--- src/rtl/load_store_unit_pkg.sv ---
// Shared types and helpers for the load/store unit: funct3 codes, FSM states, lane masks.
package load_store_unit_pkg;

   localparam logic [2:0] F3_B  = 3'd0;
   localparam logic [2:0] F3_H  = 3'd1;
   localparam logic [2:0] F3_W  = 3'd2;
   localparam logic [2:0] F3_BU = 3'd4;
   localparam logic [2:0] F3_HU = 3'd5;

   localparam logic [3:0] MASK_B = 4'b0001;
   localparam logic [3:0] MASK_H = 4'b0011;
   localparam logic [3:0] MASK_W = 4'b1111;

   typedef enum logic [2:0] {
      S_IDLE   = 3'd0,
      S_ISSUE0 = 3'd1,
      S_WAIT0  = 3'd2,
      S_ISSUE1 = 3'd3,
      S_WAIT1  = 3'd4,
      S_DONE   = 3'd5
   } lsu_state_e;

   // Lane mask at offset 0; the size lives in funct3[1:0] for loads and stores alike.
   function automatic logic [3:0] size_mask(input logic [2:0] f3);
      case (f3[1:0])
         2'd0:    return MASK_B;
         2'd1:    return MASK_H;
         2'd2:    return MASK_W;
         default: return 4'b0000;
      endcase
   endfunction

   function automatic logic funct3_legal(input logic we, input logic [2:0] f3);
      if (we)
         return (f3 == F3_B) || (f3 == F3_H) || (f3 == F3_W);
      else
         return (f3 == F3_B) || (f3 == F3_H) || (f3 == F3_W) ||
                (f3 == F3_BU) || (f3 == F3_HU);
   endfunction

   function automatic logic is_misaligned(input logic [2:0] f3, input logic [1:0] off);
      return ((f3[1:0] == 2'd1) && off[0]) || ((f3[1:0] == 2'd2) && (off != 2'd0));
   endfunction

endpackage

--- src/rtl/load_store_unit_if.sv ---
// Request/response and data-memory signals of the load/store unit.
// master = core plus memory environment, slave = the load/store unit itself.
interface load_store_unit_if #(
   parameter int ADDR_W = 32
);
   logic              req_valid;
   logic              req_ready;
   logic              req_we;
   logic [2:0]        req_funct3;
   logic [ADDR_W-1:0] req_addr;
   logic [31:0]       req_wdata;

   logic              rsp_valid;
   logic [31:0]       rsp_rdata;
   logic              rsp_err;

   logic              mem_en;
   logic [3:0]        mem_we;
   logic [ADDR_W-3:0] mem_addr;
   logic [31:0]       mem_wdata;
   logic [31:0]       mem_rdata;

   modport master (
      output req_valid, req_we, req_funct3, req_addr, req_wdata,
      input  req_ready,
      input  rsp_valid, rsp_rdata, rsp_err,
      input  mem_en, mem_we, mem_addr, mem_wdata,
      output mem_rdata
   );

   modport slave (
      input  req_valid, req_we, req_funct3, req_addr, req_wdata,
      output req_ready,
      output rsp_valid, rsp_rdata, rsp_err,
      output mem_en, mem_we, mem_addr, mem_wdata,
      input  mem_rdata
   );

endinterface

--- src/rtl/load_store_unit_lane_align.sv ---
// Combinational byte-lane steering: store strobes/data for both halves, load merge and extension.
// Two halves are treated as one 64-bit window starting at lane 0 of the first word.
module load_store_unit_lane_align
   import load_store_unit_pkg::*;
(
   input  logic [1:0]  i_offset,
   input  logic [2:0]  i_funct3,
   input  logic [31:0] i_wdata,
   input  logic [31:0] i_rdata0,
   input  logic [31:0] i_rdata1,
   output logic        o_cross,
   output logic [3:0]  o_we0,
   output logic [3:0]  o_we1,
   output logic [31:0] o_wdata0,
   output logic [31:0] o_wdata1,
   output logic [31:0] o_rdata
);

   logic [7:0]  w_mask8;
   logic [63:0] w_wdata64;
   logic [31:0] w_merged;

   assign w_mask8   = {4'b0000, size_mask(i_funct3)} << i_offset;
   assign w_wdata64 = {32'd0, i_wdata} << {i_offset, 3'b000};

   assign o_we0    = w_mask8[3:0];
   assign o_we1    = w_mask8[7:4];
   assign o_cross  = |w_mask8[7:4];
   assign o_wdata0 = w_wdata64[31:0];
   assign o_wdata1 = w_wdata64[63:32];

   assign w_merged = 32'({i_rdata1, i_rdata0} >> {i_offset, 3'b000});

   always_comb begin
      o_rdata = '0;
      case (i_funct3)
         F3_B:    o_rdata = {{24{w_merged[7]}}, w_merged[7:0]};
         F3_H:    o_rdata = {{16{w_merged[15]}}, w_merged[15:0]};
         F3_W:    o_rdata = w_merged;
         F3_BU:   o_rdata = {24'd0, w_merged[7:0]};
         F3_HU:   o_rdata = {16'd0, w_merged[15:0]};
         default: o_rdata = '0;
      endcase
   end

endmodule

--- src/rtl/load_store_unit.sv ---
// Data-memory access stage: one request at a time, split misaligned accesses, registered one-cycle response.
// Load 3/5 cycles, store 2/3 cycles, error 1 cycle after accept; req_ready only in IDLE, response has no backpressure.
module load_store_unit
   import load_store_unit_pkg::*;
#(
   parameter int ADDR_W         = 32,
   parameter bit MISALIGN_SPLIT = 1'b1
) (
   input  logic             clk,
   input  logic             rst,
   load_store_unit_if.slave bus
);

   localparam int WIDX_W = ADDR_W - 2;

   lsu_state_e        r_state;
   lsu_state_e        w_state_nxt;

   logic              r_we;
   logic [2:0]        r_funct3;
   logic [ADDR_W-1:0] r_addr;
   logic [31:0]       r_wdata;
   logic              r_err;
   logic [31:0]       r_rdata0;
   logic [31:0]       r_rdata1;

   logic              r_rsp_valid;
   logic [31:0]       r_rsp_rdata;
   logic              r_rsp_err;

   logic              w_accept;
   logic              w_req_err;
   logic              w_cross;
   logic [3:0]        w_we0;
   logic [3:0]        w_we1;
   logic [31:0]       w_wdata0;
   logic [31:0]       w_wdata1;
   logic [31:0]       w_load_data;
   logic [WIDX_W-1:0] w_widx;

   assign w_accept  = bus.req_valid && (r_state == S_IDLE);
   assign w_req_err = !funct3_legal(bus.req_we, bus.req_funct3) ||
                      (!MISALIGN_SPLIT && is_misaligned(bus.req_funct3, bus.req_addr[1:0]));
   assign w_widx    = r_addr[ADDR_W-1:2];

   load_store_unit_lane_align u_lane_align (
      .i_offset (r_addr[1:0]),
      .i_funct3 (r_funct3),
      .i_wdata  (r_wdata),
      .i_rdata0 (r_rdata0),
      .i_rdata1 (r_rdata1),
      .o_cross  (w_cross),
      .o_we0    (w_we0),
      .o_we1    (w_we1),
      .o_wdata0 (w_wdata0),
      .o_wdata1 (w_wdata1),
      .o_rdata  (w_load_data)
   );

   always_ff @(posedge clk or negedge rst) begin
      if (!rst) r_state <= S_IDLE;
      else      r_state <= w_state_nxt;
   end

   // mem_en/mem_we come straight from state so an async reset drops them at once.
   always_comb begin
      w_state_nxt   = r_state;
      bus.req_ready = 1'b0;
      bus.mem_en    = 1'b0;
      bus.mem_we    = 4'b0000;
      bus.mem_addr  = w_widx;
      bus.mem_wdata = w_wdata0;
      case (r_state)
         S_IDLE: begin
            bus.req_ready = 1'b1;
            if (bus.req_valid)
               w_state_nxt = w_req_err ? S_DONE : S_ISSUE0;
         end
         S_ISSUE0: begin
            bus.mem_en = 1'b1;
            if (r_we) begin
               bus.mem_we  = w_we0;
               w_state_nxt = w_cross ? S_ISSUE1 : S_DONE;
            end else begin
               w_state_nxt = S_WAIT0;
            end
         end
         S_WAIT0: w_state_nxt = w_cross ? S_ISSUE1 : S_DONE;
         S_ISSUE1: begin
            bus.mem_en    = 1'b1;
            bus.mem_addr  = w_widx + WIDX_W'(1);
            bus.mem_wdata = w_wdata1;
            if (r_we) begin
               bus.mem_we  = w_we1;
               w_state_nxt = S_DONE;
            end else begin
               w_state_nxt = S_WAIT1;
            end
         end
         S_WAIT1: w_state_nxt = S_DONE;
         S_DONE:  w_state_nxt = S_IDLE;
         default: w_state_nxt = S_IDLE;
      endcase
   end

   always_ff @(posedge clk or negedge rst) begin
      if (!rst) begin
         r_we     <= 1'b0;
         r_funct3 <= 3'd0;
         r_addr   <= '0;
         r_wdata  <= '0;
         r_err    <= 1'b0;
         r_rdata0 <= '0;
         r_rdata1 <= '0;
      end else begin
         if (w_accept) begin
            r_we     <= bus.req_we;
            r_funct3 <= bus.req_funct3;
            r_addr   <= bus.req_addr;
            r_wdata  <= bus.req_wdata;
            r_err    <= w_req_err;
         end
         if (r_state == S_WAIT0) r_rdata0 <= bus.mem_rdata;
         if (r_state == S_WAIT1) r_rdata1 <= bus.mem_rdata;
      end
   end

   always_ff @(posedge clk or negedge rst) begin
      if (!rst) begin
         r_rsp_valid <= 1'b0;
         r_rsp_rdata <= '0;
         r_rsp_err   <= 1'b0;
      end else begin
         r_rsp_valid <= (r_state == S_DONE);
         if (r_state == S_DONE) begin
            r_rsp_err   <= r_err;
            r_rsp_rdata <= (r_err || r_we) ? 32'd0 : w_load_data;
         end
      end
   end

   assign bus.rsp_valid = r_rsp_valid;
   assign bus.rsp_rdata = r_rsp_rdata;
   assign bus.rsp_err   = r_rsp_err;

endmodule

--- src/flat_wrapper.sv ---
// flat-port wrapper written by rule: the top's interface ports become plain ports
module load_store_unit_flat import load_store_unit_pkg::*;
#(
   parameter int ADDR_W         = 32,
   parameter bit MISALIGN_SPLIT = 1'b1
)
  (clk, rst, bus_req_valid, bus_req_we, bus_req_funct3, bus_req_addr, bus_req_wdata, bus_req_ready, bus_rsp_valid, bus_rsp_rdata, bus_rsp_err, bus_mem_en, bus_mem_we, bus_mem_addr, bus_mem_wdata, bus_mem_rdata);
  load_store_unit_if #(.ADDR_W(ADDR_W)) bus_i ();
  input  logic clk;
  input  logic rst;
  input wire logic [$bits(bus_i.req_valid)-1:0] bus_req_valid;
  input wire logic [$bits(bus_i.req_we)-1:0] bus_req_we;
  input wire logic [$bits(bus_i.req_funct3)-1:0] bus_req_funct3;
  input wire logic [$bits(bus_i.req_addr)-1:0] bus_req_addr;
  input wire logic [$bits(bus_i.req_wdata)-1:0] bus_req_wdata;
  output wire logic [$bits(bus_i.req_ready)-1:0] bus_req_ready;
  output wire logic [$bits(bus_i.rsp_valid)-1:0] bus_rsp_valid;
  output wire logic [$bits(bus_i.rsp_rdata)-1:0] bus_rsp_rdata;
  output wire logic [$bits(bus_i.rsp_err)-1:0] bus_rsp_err;
  output wire logic [$bits(bus_i.mem_en)-1:0] bus_mem_en;
  output wire logic [$bits(bus_i.mem_we)-1:0] bus_mem_we;
  output wire logic [$bits(bus_i.mem_addr)-1:0] bus_mem_addr;
  output wire logic [$bits(bus_i.mem_wdata)-1:0] bus_mem_wdata;
  input wire logic [$bits(bus_i.mem_rdata)-1:0] bus_mem_rdata;
  assign bus_i.req_valid = bus_req_valid;
  assign bus_i.req_we = bus_req_we;
  assign bus_i.req_funct3 = bus_req_funct3;
  assign bus_i.req_addr = bus_req_addr;
  assign bus_i.req_wdata = bus_req_wdata;
  assign bus_req_ready = bus_i.req_ready;
  assign bus_rsp_valid = bus_i.rsp_valid;
  assign bus_rsp_rdata = bus_i.rsp_rdata;
  assign bus_rsp_err = bus_i.rsp_err;
  assign bus_mem_en = bus_i.mem_en;
  assign bus_mem_we = bus_i.mem_we;
  assign bus_mem_addr = bus_i.mem_addr;
  assign bus_mem_wdata = bus_i.mem_wdata;
  assign bus_i.mem_rdata = bus_mem_rdata;
  load_store_unit #(.ADDR_W(ADDR_W), .MISALIGN_SPLIT(MISALIGN_SPLIT)) u_core (.clk(clk), .rst(rst), .bus(bus_i));
endmodule
--- config.mk ---
export PLATFORM = sky130hd
export DESIGN_NAME = load_store_unit_flat
export DESIGN_NICKNAME = d
export VERILOG_FILES = /design/src/rtl/load_store_unit_pkg.sv /design/src/rtl/load_store_unit_if.sv /design/src/rtl/load_store_unit_lane_align.sv /design/src/rtl/load_store_unit.sv /design/src/flat_wrapper.sv
export SDC_FILE = /design/constraint.sdc
export NUM_CORES = 1
export LEC_CHECK = 0
export BUFFER_PORTS_ARGS = -buffer_cell sky130_fd_sc_hd__clkbuf_2
export CORE_MARGIN = 2
export CORE_UTILIZATION = 40
export CTS_BUF_LIST = sky130_fd_sc_hd__clkbuf_8
export DETAILED_ROUTE_END_ITERATION = 8
export SYNTH_ARGS = -nofsm -noshare
export SYNTH_HDL_FRONTEND = slang
export SYNTH_HIERARCHICAL = 1
export SYNTH_SLANG_ARGS = --single-unit
export TNS_END_PERCENT = 30
--- constraint.sdc ---
create_clock -name clk -period 1.8 [get_ports clk]
set_input_delay 0.18 -clock clk [delete_from_list [all_inputs] [get_ports clk]]
set_output_delay 0.18 -clock clk [all_outputs]
set_load 0.02 [all_outputs]
==> reports/metrics.cfg <==
[worst_setup_path]
r2r_cells = 8
critPathMaxFanout = 5
cp_top_family = simple AND/OR/NAND/NOR gates
cpMaxStageDelayCell = or3_4
r2r_slack_ns = -0.16
max_stage_delay_ns = 0.44
arrival_ns = 2.18
r2r-end = u_core/bus.rsp_rdata[22]$_DFFE_PN0P_
crit_chain = ha_2 > nand3_2 > or3_4 > buf_6 > nor2_1 > xor2_1 > clkbuf_4
path_class = reg -> out
critical_path_buf_inv_count = 2
critPathCapture = bus_mem_addr[10]
r2r-start = u_core/r_addr[0]$_DFFE_PN0P_
start_kind = register
worstPathRequired_ns = 1.62
cp.depth = 7
critical_path.startpoint = u_core/r_addr[2]$_DFFE_PN0P_
crit_path_end_kind = output port

[routing]
drc = 0
ant_nets = 0
routed-via-count = 7971
drt-initial-drc-count = 459
wirelength_um = 26500
wl_per_cell_um = 16.7
first_pass_iters = 4
via_per_inst = 5.02

[global_route]
grt_pass1_wl_um = 40300
antenna_found_initial = 1
grt_usage = 0.207
grt_pass1_vias = 7813
grt_max_degree = 66
grt_overflow_total = 0

[layout]
final_nets = 1370
syn_to_final_growth_pct = 46.7
final_cells = 1588
utilization = 0.603
drive_gt1_frac = 0.466

[cts]
clock-sinks = 162
path_clk_slew_ns = 0.09
cts_buffer_depth = 2
cts_root_buf = clkbuf_8
cts_tree = done
clk-insertion-delay-late_ns = 0.45
htreeDepth = 4
cts_buffers = 17

[place]
dp.cells = 1425
port_buffers = 204
hpwl_um = 17600
gp_congestion = 0.813

[pwr]
leakagePower_nw = 6.39
vdd_ir_drop_max_mv = 1.19
p_per_area_mw_per_mm2 = 1910

[floorplan]
fp-row-count = 55
core_area_mm2 = 0.0228
start_util = 0.411
die_h_um = 157
dieArea_mm2 = 0.0246
num_io_pins = 205
chipWidth_um = 157

[logic_synthesis]
synthesis.instances = 903
synth_warnings = 6
syn_area_mm2 = 0.00936
avgSynthCellArea_um2 = 10.4

[timing]
timing.final.crit_period_ns = 2.36
finClkSkew_ns = 0.0152
rsz0062_at_grt = true
hold_viol_final = 0
fin_tns_setup_ns = -24.29
finalWorstSetupSlack_ns = -0.556
setup_viol = 94
period_share = 1.31
drv_slew = 0
fmax_mhz = 425

[status]
status = finished, violations left
violations = negative setup slack

[worst_hold_path]
holdCritPathClass = in -> reg
whs_path_depth = 2

[run]
max-cap-violations = 0

layout make-up:
class / instances / area [um^2]
fill: 1903 / 9050
multi-input combinational: 667 / 5360
sequential: 162 / 4060
timing repair buffer: 403 / 3480
tap: 313 / 392
clock buffer: 19 / 262
clock inverter: 13 / 135
inverter: 10 / 40.0
antenna: 1 / 2.50
layout by cell type (no fill, tap or decap), types with 8 or more instances in the layout:
| cell type | instances |
|---|---|
| buf_12 | 19 |
| and2_1 | 10 |
| o21ai_0 | 17 |
| mux4_2 | 30 |
| mux2i_1 | 21 |
| dfrtp_1 | 160 |
| conb_1 | 9 |
| nand2_2 | 20 |
| inv_1 | 8 |
| mux2i_2 | 14 |
| xnor2_1 | 11 |
| o21ai_1 | 29 |
| xor2_1 | 14 |
| nor2b_1 | 8 |
| clkbuf_8 | 26 |
| and3_1 | 15 |
| nor2_1 | 27 |
| clkbuf_2 | 138 |
| buf_4 | 79 |
| buf_6 | 40 |
| dlygate4sd3_1 | 100 |
| o21ai_2 | 12 |
| nand2_1 | 194 |
| mux2_2 | 124 |
| nand3_1 | 27 |
worst register-to-register path: stages (launching register included):
cell	delay [ns]
dfrtp_4	0.53
buf_6	0.13
buf_12	0.17
buf_12	0.16
mux4_2	0.54
nand2_1	0.10
nand3_1	0.07
nand2_1	0.07
o21ai_0	0.09
power breakdown:
group,total [mW],internal [mW],switching (mW)
clock,2.70,1.31,1.39
sequential,7.11,5.42,1.69
combinational,16.4,8.43,7.96
total,26.2,15.2,11.0
layer usage:
| layer | global-route usage | routed length, um |
|---|---|---|
| met3 | 0.0341 | 1280 |
| met2 | 0.337 | 12500 |
| met1 | 0.284 | 12100 |
| met4 | 0.0682 | 534 |
| met5 | 0 | 0 |
worst min-delay path by stage:
stage                       from                               to  slack, ns
4_1_cts        bus_mem_rdata[23]  u_core/r_rdata1[23]$_DFFE_PN0P_     0.0006
3_3_place_gp                 rst  u_core/r_rdata0[30]$_DFFE_PN0N_       0.13
2_1_floorplan                rst   u_core/bus.rsp_err$_DFFE_PN0P_      -0.12
3_5_place_dp                 rst  u_core/r_rdata0[30]$_DFFE_PN0N_       0.14
6_report       bus_req_funct3[0]   u_core/r_funct3[0]$_DFFE_PN0P_       0.04
5_1_grt        bus_req_funct3[0]   u_core/r_funct3[0]$_DFFE_PN0P_       0.03
state kept, by name, summed over array words and instances, names as in the netlist:
name / count
u_core/bus.rsp_rdata: 32
u_core/r_addr: 32
u_core/r_rdata0: 32
u_core/r_wdata: 32
u_core/r_rdata1: 24
u_core/r_funct3: 3
u_core/r_state: 3
u_core/bus.rsp_err: 1
u_core/bus.rsp_valid: 1
u_core/r_err: 1
u_core/r_we: 1
per-stage QoR:
stage | area (um^2) | hold WS (ns) | worst slack (ns) | total power, mW
2_1_floorplan | 9410 | -0.116 | -0.112 | 16.0
4_1_cts | 12900 | 0.000551 | -0.544 | 24.1
5_1_grt | 13700 | 0.0261 | -0.636 | 27.9
3_5_place_dp | 11100 | 0.136 | -0.213 | 20.4
3_3_place_gp | 11100 | 0.133 | -0.139 | 20.2
6_report | 13700 | 0.0421 | -0.556 | 26.2
timing repair:
action,in CTS,in global routing
cloned,1,7
hold buffers,99,1
resized for setup,99,208
setup endpoints to repair,68,164
endpoints found under the hold margin,159,2
setup buffers,0,23
pin swaps,7,47
(Power assumes the default switching activity.)
